==> src/rtl/fetch_pkg.sv <==
// Shared definitions for the instruction fetch stage: default sequential
// step, NOP encoding and the layout of one prefetch queue entry.
package fetch_pkg;

    // Default sequential PC increment (one 32-bit MIPS word).
    localparam int DEFAULT_PC_STEP = 4;

    // Word handed to decode when no valid instruction is available.
    localparam logic [31:0] NOP_INSTR = 32'h0000_0000;

    // Queue entry for the default 32/32 configuration. The top module packs
    // entries as {instr, pc4} in exactly this field order for any width.
    typedef struct packed {
        logic [31:0] instr;
        logic [31:0] pc4;
    } fetch_entry_t;

endpackage

==> src/rtl/fetch_queue.sv <==
// Synchronous FIFO with flush, occupancy count and simultaneous push/pop.
// Head entry is presented combinationally from storage on rdata.
module fetch_queue #(
    parameter int DEPTH = 4,
    parameter int WIDTH = 64,
    localparam int PTR_WIDTH = (DEPTH > 1) ? $clog2(DEPTH) : 1,
    localparam int CNT_WIDTH = $clog2(DEPTH + 1)
) (
    input  logic                 clock,
    input  logic                 reset,
    input  logic                 flush,
    input  logic                 push,
    input  logic                 pop,
    input  logic [WIDTH-1:0]     wdata,
    output logic [WIDTH-1:0]     rdata,
    output logic [CNT_WIDTH-1:0] count,
    output logic                 empty
);

    localparam logic [CNT_WIDTH-1:0] FULL_COUNT = CNT_WIDTH'(DEPTH);

    logic [WIDTH-1:0]     mem_r [DEPTH];
    logic [PTR_WIDTH-1:0] rd_ptr_r;
    logic [PTR_WIDTH-1:0] wr_ptr_r;
    logic [CNT_WIDTH-1:0] count_r;
    logic                 wr_en_s;
    logic                 rd_en_s;

    // Qualify requests so a protocol error can never corrupt pointers.
    always_comb begin
        wr_en_s = push && ((count_r != FULL_COUNT) || pop);
        rd_en_s = pop && (count_r != {CNT_WIDTH{1'b0}});
    end

    // Pointer and occupancy tracking; flush empties the queue in one cycle.
    always_ff @(posedge clock) begin
        if (reset || flush) begin
            rd_ptr_r <= {PTR_WIDTH{1'b0}};
            wr_ptr_r <= {PTR_WIDTH{1'b0}};
            count_r  <= {CNT_WIDTH{1'b0}};
        end else begin
            if (wr_en_s) begin
                wr_ptr_r <= wr_ptr_r + PTR_WIDTH'(1'b1);
            end
            if (rd_en_s) begin
                rd_ptr_r <= rd_ptr_r + PTR_WIDTH'(1'b1);
            end
            count_r <= count_r + CNT_WIDTH'(wr_en_s) - CNT_WIDTH'(rd_en_s);
        end
    end

    // Entry storage; contents are don't-care until written, so no reset.
    always_ff @(posedge clock) begin
        if (wr_en_s && !reset && !flush) begin
            mem_r[wr_ptr_r] <= wdata;
        end
    end

    assign rdata = mem_r[rd_ptr_r];
    assign count = count_r;
    assign empty = (count_r == {CNT_WIDTH{1'b0}});

    fetch_queue_checker #(
        .DEPTH     (DEPTH),
        .CNT_WIDTH (CNT_WIDTH)
    ) u_checker (
        .clock (clock),
        .reset (reset),
        .flush (flush),
        .push  (push),
        .pop   (pop),
        .count (count_r)
    );

endmodule

==> src/rtl/fetch_queue_checker.sv <==
// Protocol checker for fetch_queue: no push into a full queue unless the
// head is popped in the same cycle, and no pop from an empty queue.
module fetch_queue_checker #(
    parameter int DEPTH     = 4,
    parameter int CNT_WIDTH = 3
) (
    input logic                 clock,
    input logic                 reset,
    input logic                 flush,
    input logic                 push,
    input logic                 pop,
    input logic [CNT_WIDTH-1:0] count
);

    localparam logic [CNT_WIDTH-1:0] FULL_COUNT = CNT_WIDTH'(DEPTH);

    no_overflow: assert property (@(posedge clock) disable iff (reset || flush)
        !(push && !pop && (count == FULL_COUNT)));

    no_underflow: assert property (@(posedge clock) disable iff (reset || flush)
        !(pop && (count == {CNT_WIDTH{1'b0}})));

endmodule

==> src/rtl/instruction_fetch_queue.sv <==
// Fetch stage with prefetch queue and branch redirect. Streams sequential
// addresses into a one-cycle-latency instruction memory, buffers returned
// words with their PC+step, and hands them to decode under a stall handshake.
// Optional build macro IF_STATS_EN adds stall_cycles / flush_count outputs.
module instruction_fetch_queue
    import fetch_pkg::*;
#(
    parameter int                    ADDR_WIDTH  = 32,
    parameter int                    DATA_WIDTH  = 32,
    parameter logic [ADDR_WIDTH-1:0] RESET_PC    = {ADDR_WIDTH{1'b0}},
    parameter int                    PC_STEP     = DEFAULT_PC_STEP,
    parameter int                    QUEUE_DEPTH = 4
) (
    input  logic                  clock,
    input  logic                  reset,
    input  logic                  bolha,
    input  logic                  redirect,
    input  logic [ADDR_WIDTH-1:0] redirect_pc,
    output logic                  mem_req,
    output logic [ADDR_WIDTH-1:0] mem_addr,
    input  logic [DATA_WIDTH-1:0] mem_rdata,
    output logic                  valid_out,
    output logic [DATA_WIDTH-1:0] instrucao,
    output logic [ADDR_WIDTH-1:0] pc4
`ifdef IF_STATS_EN
    ,
    output logic [31:0]           stall_cycles,
    output logic [31:0]           flush_count
`endif
);

    localparam int ENTRY_WIDTH = DATA_WIDTH + ADDR_WIDTH;
    localparam int CNT_WIDTH   = $clog2(QUEUE_DEPTH + 1);

    localparam logic [ADDR_WIDTH-1:0] STEP       = ADDR_WIDTH'(PC_STEP);
    localparam logic [ADDR_WIDTH-1:0] ALIGN_MASK = ~(STEP - ADDR_WIDTH'(1'b1));
    localparam logic [CNT_WIDTH:0]    CREDIT_MAX = (CNT_WIDTH + 1)'(QUEUE_DEPTH);

    // Fetch-side state
    logic [ADDR_WIDTH-1:0]  fetch_pc_r;
    logic                   inflight_r;
    logic                   inflight_epoch_r;
    logic [ADDR_WIDTH-1:0]  inflight_pc4_r;
    logic                   epoch_r;

    // Queue interface
    logic [ENTRY_WIDTH-1:0] q_rdata_s;
    logic [CNT_WIDTH-1:0]   q_count_s;
    logic                   q_empty_s;

    logic                   head_valid_s;
    logic                   pop_s;
    logic                   push_s;
    logic                   issue_s;
    logic [CNT_WIDTH:0]     credit_used_s;

    // Handshake and issue credit: queued + in-flight, minus this cycle's pop.
    always_comb begin
        head_valid_s  = !reset && !q_empty_s;
        pop_s         = head_valid_s && !bolha && !redirect;
        push_s        = !reset && !redirect && inflight_r && (inflight_epoch_r == epoch_r);
        credit_used_s = (CNT_WIDTH + 1)'(q_count_s) + (CNT_WIDTH + 1)'(inflight_r)
                      - (CNT_WIDTH + 1)'(pop_s);
        if (reset || redirect) begin
            issue_s = 1'b0;
        end else begin
            issue_s = (credit_used_s < CREDIT_MAX);
        end
    end

    // PC, in-flight tag and epoch; reset beats redirect, redirect beats issue.
    always_ff @(posedge clock) begin
        if (reset) begin
            fetch_pc_r       <= RESET_PC;
            inflight_r       <= 1'b0;
            inflight_epoch_r <= 1'b0;
            inflight_pc4_r   <= {ADDR_WIDTH{1'b0}};
            epoch_r          <= 1'b0;
        end else if (redirect) begin
            fetch_pc_r <= redirect_pc & ALIGN_MASK;
            inflight_r <= 1'b0;
            epoch_r    <= ~epoch_r;
        end else begin
            inflight_r <= issue_s;
            if (issue_s) begin
                fetch_pc_r       <= fetch_pc_r + STEP;
                inflight_pc4_r   <= fetch_pc_r + STEP;
                inflight_epoch_r <= epoch_r;
            end
        end
    end

    fetch_queue #(
        .DEPTH (QUEUE_DEPTH),
        .WIDTH (ENTRY_WIDTH)
    ) u_queue (
        .clock (clock),
        .reset (reset),
        .flush (redirect),
        .push  (push_s),
        .pop   (pop_s),
        .wdata ({mem_rdata, inflight_pc4_r}),
        .rdata (q_rdata_s),
        .count (q_count_s),
        .empty (q_empty_s)
    );

    // Output drive: memory request and decode-facing head, zeroed when idle.
    always_comb begin
        mem_req   = issue_s;
        mem_addr  = issue_s ? fetch_pc_r : {ADDR_WIDTH{1'b0}};
        valid_out = head_valid_s;
        if (head_valid_s) begin
            instrucao = q_rdata_s[ENTRY_WIDTH-1 -: DATA_WIDTH];
            pc4       = q_rdata_s[ADDR_WIDTH-1:0];
        end else begin
            instrucao = DATA_WIDTH'(NOP_INSTR);
            pc4       = {ADDR_WIDTH{1'b0}};
        end
    end

`ifdef IF_STATS_EN
    logic [31:0] stall_cycles_r;
    logic [31:0] flush_count_r;

    // Saturating statistics: decode stalls on a valid head, and flushes.
    always_ff @(posedge clock) begin
        if (reset) begin
            stall_cycles_r <= 32'd0;
            flush_count_r  <= 32'd0;
        end else begin
            if (head_valid_s && bolha && !redirect && (stall_cycles_r != 32'hFFFF_FFFF)) begin
                stall_cycles_r <= stall_cycles_r + 32'd1;
            end
            if (redirect && (flush_count_r != 32'hFFFF_FFFF)) begin
                flush_count_r <= flush_count_r + 32'd1;
            end
        end
    end

    assign stall_cycles = stall_cycles_r;
    assign flush_count  = flush_count_r;
`endif

endmodule

==> config.mk <==
export PLATFORM = sky130hd
export DESIGN_NAME = instruction_fetch_queue
export DESIGN_NICKNAME = d
export VERILOG_FILES = /design/src/rtl/fetch_pkg.sv /design/src/rtl/fetch_queue.sv /design/src/rtl/fetch_queue_checker.sv /design/src/rtl/instruction_fetch_queue.sv
export SDC_FILE = /design/constraint.sdc
export NUM_CORES = 1
export LEC_CHECK = 0
export ABC_AREA = 1
export BUFFER_PORTS_ARGS = -buffer_cell sky130_fd_sc_hd__buf_2
export CAP_MARGIN = 20
export CORE_UTILIZATION = 60
export CTS_BUF_LIST = sky130_fd_sc_hd__clkbuf_8
export CTS_CLUSTER_SIZE = 40
export DETAILED_ROUTE_END_ITERATION = 16
export PLACE_DENSITY = 0.83
export SLEW_MARGIN = 20
export SYNTH_ARGS = -nofsm -noshare
export SYNTH_HDL_FRONTEND = slang
export SYNTH_HIERARCHICAL = 1
export SYNTH_SLANG_ARGS = --single-unit
==> constraint.sdc <==
create_clock -name clock -period 6.1 [get_ports clock]
set_input_delay 0.61 -clock clock [delete_from_list [all_inputs] [get_ports clock]]
set_output_delay 0.61 -clock clock [all_outputs]
set_load 0.005 [all_outputs]
==> flow_metrics.tcl <==
set metrics [dict create \
    multi_input_area_sq_um 4080 \
    die-area_sq_um 24300 \
    ys_seq_area_share_pct 64.2 \
    h-tree-depth 2 \
    ir_worst_vdd_mv 0.172 \
    crit_path_end_kind "output pin" \
    combPwrFrac_pct 3.5 \
    seq_area_sq_um 9130 \
    critical_path_class "register to output pin" \
    drt_pass1_iterations 5 \
    reg2regPathDepth 19 \
    worstSetupStartpoint "u_queue/count[1]" \
    worstSkewPairLatency_ns 0.57 \
    r2r_slack_ns 2.23 \
    crit_buf_inv 6 \
    worst_pin_slew_ns 0.978 \
    postCtsSetupBuffers 0 \
    hold_start "mem_rdata[30]" \
    skew_ns 0.0286 \
    power.switching_uw 934 \
    yosysTopAreaCell "edfxtp_1" \
    setup_viol 0 \
    p_seq_share_pct 57.0 \
    syn_inst 1443 \
    p_int_uw 3370 \
    maxSlewViolCount 0 \
    grt_pass1_wl_mm 48.9 \
    post-route-min-period_ns 4.67 \
    numPortBuffers 161 \
    grt-ovfl-total 0 \
    clock_sinks 328 \
    synth_seq_cells 328 \
    cts_buffers 50 \
    place_hpwl_mm 18.5 \
    use_met3_pct 4.42 \
    diodes 0 \
    hold_violations 0 \
    pin_count 166 \
    die_width_um 156 \
    arrival_ns 4.06 \
    cts-hold-fix-buffers 0 \
    p_per_area_nw_per_um2 267 \
    status "complete, no violations" \
    die_h_um 156 \
    fin_nets 1681 \
    cts_root_buffer "clkbuf_8" \
    relSlewSlack_pct 34.8 \
    cp.depth 18 \
    swShare_pct 21.7 \
    grt_setup_unrepaired "false" \
    vias_per_cell 5.37 \
    required_ns 5.49 \
    worstReg2RegStart "u_queue/count[1]" \
    finalCritPeriodShare_pct 76.5 \
    slowest_delay_ns 0.46 \
    fmax_mhz 214 \
    synthArstFlopShare_pct 0 \
    critPathMostFrequentCell "nand2_1" \
    clkPwrFrac_pct 39.5 \
    drv_cap 0 \
    hp-class "primary input to register" \
    tns_ns 0 \
    synth_edf_count 256 \
    leakagePower_uw 0.00666 \
    grt_pass1_vias 9996 \
    ys_types 33 \
    synth.cell_area_sq_um 14200 \
    grt.total_usage_pct 25.7 \
    final_util_pct 70.4 \
    rows 55 \
    grt-busiest-layer "met2" \
    n_fill_cell 1662 \
    drt_iter0_markers 818 \
    wirelength_mm 30.7 \
    routabilityCongestion 0.911 \
    grtUsageMet2_pct 43.2 \
    antenna_found_initial 0 \
    ant_nets 0 \
    synth_ff_type "edfxtp_1" \
    worst-path-max-fanout 42 \
    clockBufferDepth 3 \
    area_growth_pct 13.5 \
    drive_gt1_share_pct 16.1 \
    worst_setup_path_start_kind "register" \
    design.core.area_sq_um 22900 \
    path_cells "nor2_1 > nand2_1 > inv_1 > nor2_1 > inv_2 > nor3_1 > ha_1 > inv_1 > ha_1 > nand2_1 > clkinv_1 > nand2_1 > nand3_1 > nand2_1 > nand3_2 > buf_4 > nor2_1 > buf_2" \
    synth.area.top_cells "edfxtp_1 (54%), dfxtp_1 (10%), nor2_1 (7.5%), nand2_1 (5.7%), inv_1 (4.1%)" \
    yosysTopAreaCellShare_pct 54.1 \
    vias 10500 \
    start_util_pct 62.0 \
    critPathSlowestCell "buf_4" \
    synth_warnings 6 \
    drcViolationCount 0 \
    cts.clk_slew.worst_paths_ns 0.06 \
    ctsResizeCount 0 \
    crit_family "simple AND/OR/NAND/NOR gates" \
    wl_per_cell_um 15.7 \
    syn_avg_cell_area_sq_um 9.85 \
    whs_path_depth 1 \
    tritoncts "built" \
    grt_use_met1_pct 33.8 \
    grt_max_degree 101 \
]
==> cell type report <==
| type | count | area share, % |
|---|---|---|
| clock inverter | 38 | 1.18 |
| inverter | 161 | 3.76 |
| sequential | 328 | 56.6 |
| timing repair buffer | 176 | 5.94 |
| tap | 313 | 2.43 |
| multi-input combinational | 885 | 25.3 |
| clock buffer | 56 | 4.78 |
==> layout by cell type, fill, tap and decap left out, types with 10 or more instances in the layout <==
cell / instances
clkinv_1: 12
edfxtp_1: 256
dfxtp_1: 70
buf_4: 13
nand3_1: 71
nor2_1: 280
clkbuf_8: 56
o21ai_0: 88
nand2_1: 217
o22ai_1: 64
buf_2: 161
a21oi_1: 56
o21ai_1: 58
conb_1: 10
ha_1: 10
inv_1: 169
==> Yosys cell counts (2+ instances only) <==
| cell type | count |
|---|---|
| clkbuf_1 | 28 |
| a21oi_1 | 56 |
| o22ai_1 | 64 |
| edfxtp_1 | 256 |
| clkinv_1 | 3 |
| nand2_2 | 3 |
| xor2_1 | 9 |
| buf_6 | 15 |
| nor2_4 | 2 |
| dfxtp_1 | 72 |
| nand3_1 | 71 |
| clkbuf_2 | 3 |
| nor2_1 | 284 |
| and2_1 | 3 |
| nor2_2 | 2 |
| buf_1 | 6 |
| inv_2 | 3 |
| buf_2 | 17 |
| nand2_1 | 217 |
| ha_1 | 10 |
| o21ai_1 | 58 |
| inv_1 | 154 |
| o21ai_0 | 88 |
| buf_4 | 9 |
| xnor2_1 | 2 |
==> worst paths after layout <==
check                                            end
worst min register to register  u_queue/mem_r[3][24]
worst max-delay path                    mem_addr[25]
worst max register to register    inflight_pc4_r[13]
worst min-delay path            u_queue/mem_r[2][62]
==> power groups by stage <==
stage               clock network, uW  registers (uW)  logic (uW)
floorplan                           0            2490        93.2
global placement                    0            2500         139
detailed placement                  0            2500         145
CTS                              1730            2450         146
global route                     1830            2450         169
finish                           1700            2450         149
==> worst reg2reg max path: stages (launching register included) <==
cell      delay, ns
dfxtp_1        0.45
nor2_1         0.10
nand2_1        0.13
inv_1          0.05
nor2_1         0.15
inv_2          0.06
nor3_1         0.41
ha_1           0.25
inv_1          0.04
ha_1           0.29
nand2_1        0.08
clkinv_1       0.05
nand2_1        0.08
nand3_1        0.07
nand2_1        0.12
nand3_2        0.43
buf_4          0.46
buf_4          0.28
a21oi_1        0.21
nor2_1         0.08
==> registers in the layout (all words and copies together) (netlist names), named ones only <==
| name | cells |
|---|---|
| fetch_pc_r | 30 |
| inflight_pc4_r | 30 |
| u_queue/mem_r | 256 |
| u_queue/count | 3 |
| u_queue/wr_ptr_r | 2 |
| inflight_epoch_r | 1 |
| u_queue/rd_ptr_r | 2 |
| inflight_r | 1 |
| epoch_r | 1 |
==> logic make-up (layout without fill, tap and decap cells) <==
kind of cell | after synthesis | count (layout) | share of synthesized area (%)
compound gates | 266 | 266 | 9.93
xor+xnor | 11 | 11 | 0.678
fa+ha+maj | 11 | 11 | 1.02
buf+inv | 239 | 431 | 7.54
flops | 328 | 328 | 64.2
other cells | 1 | 10 | 0.0264
simple gates | 587 | 587 | 16.6
==> metrics by stage <==
stage | setup slack, ns | cells | total power [uW] | instance area (sq um) | hold slack, ns
after detailed placement | 1.58 | 1861 | 2640 | 15100 | 0.488
after CTS | 1.37 | 1955 | 4330 | 16100 | 0.226
final | 1.43 | 1957 | 4300 | 16100 | 0.247
after floorplan | 1.04 | 1452 | 2580 | 14200 | 0.455
after global placement | 1.74 | 1861 | 2630 | 15100 | 0.475
after global routing | 0.982 | 1957 | 4450 | 16100 | 0.230
==> per-layer routing <==
layer / wire length (um) / share of wire (%) / vias up
met5: 0 / 0 / -
met4: 773 / 2.5 / 0
met3: 2390 / 7.8 / 57
met2: 14800 / 48 / 434
met1: 12700 / 41 / 4881
li1: - / - / 5146
Note: power is estimated with default switching activity, not from simulation.
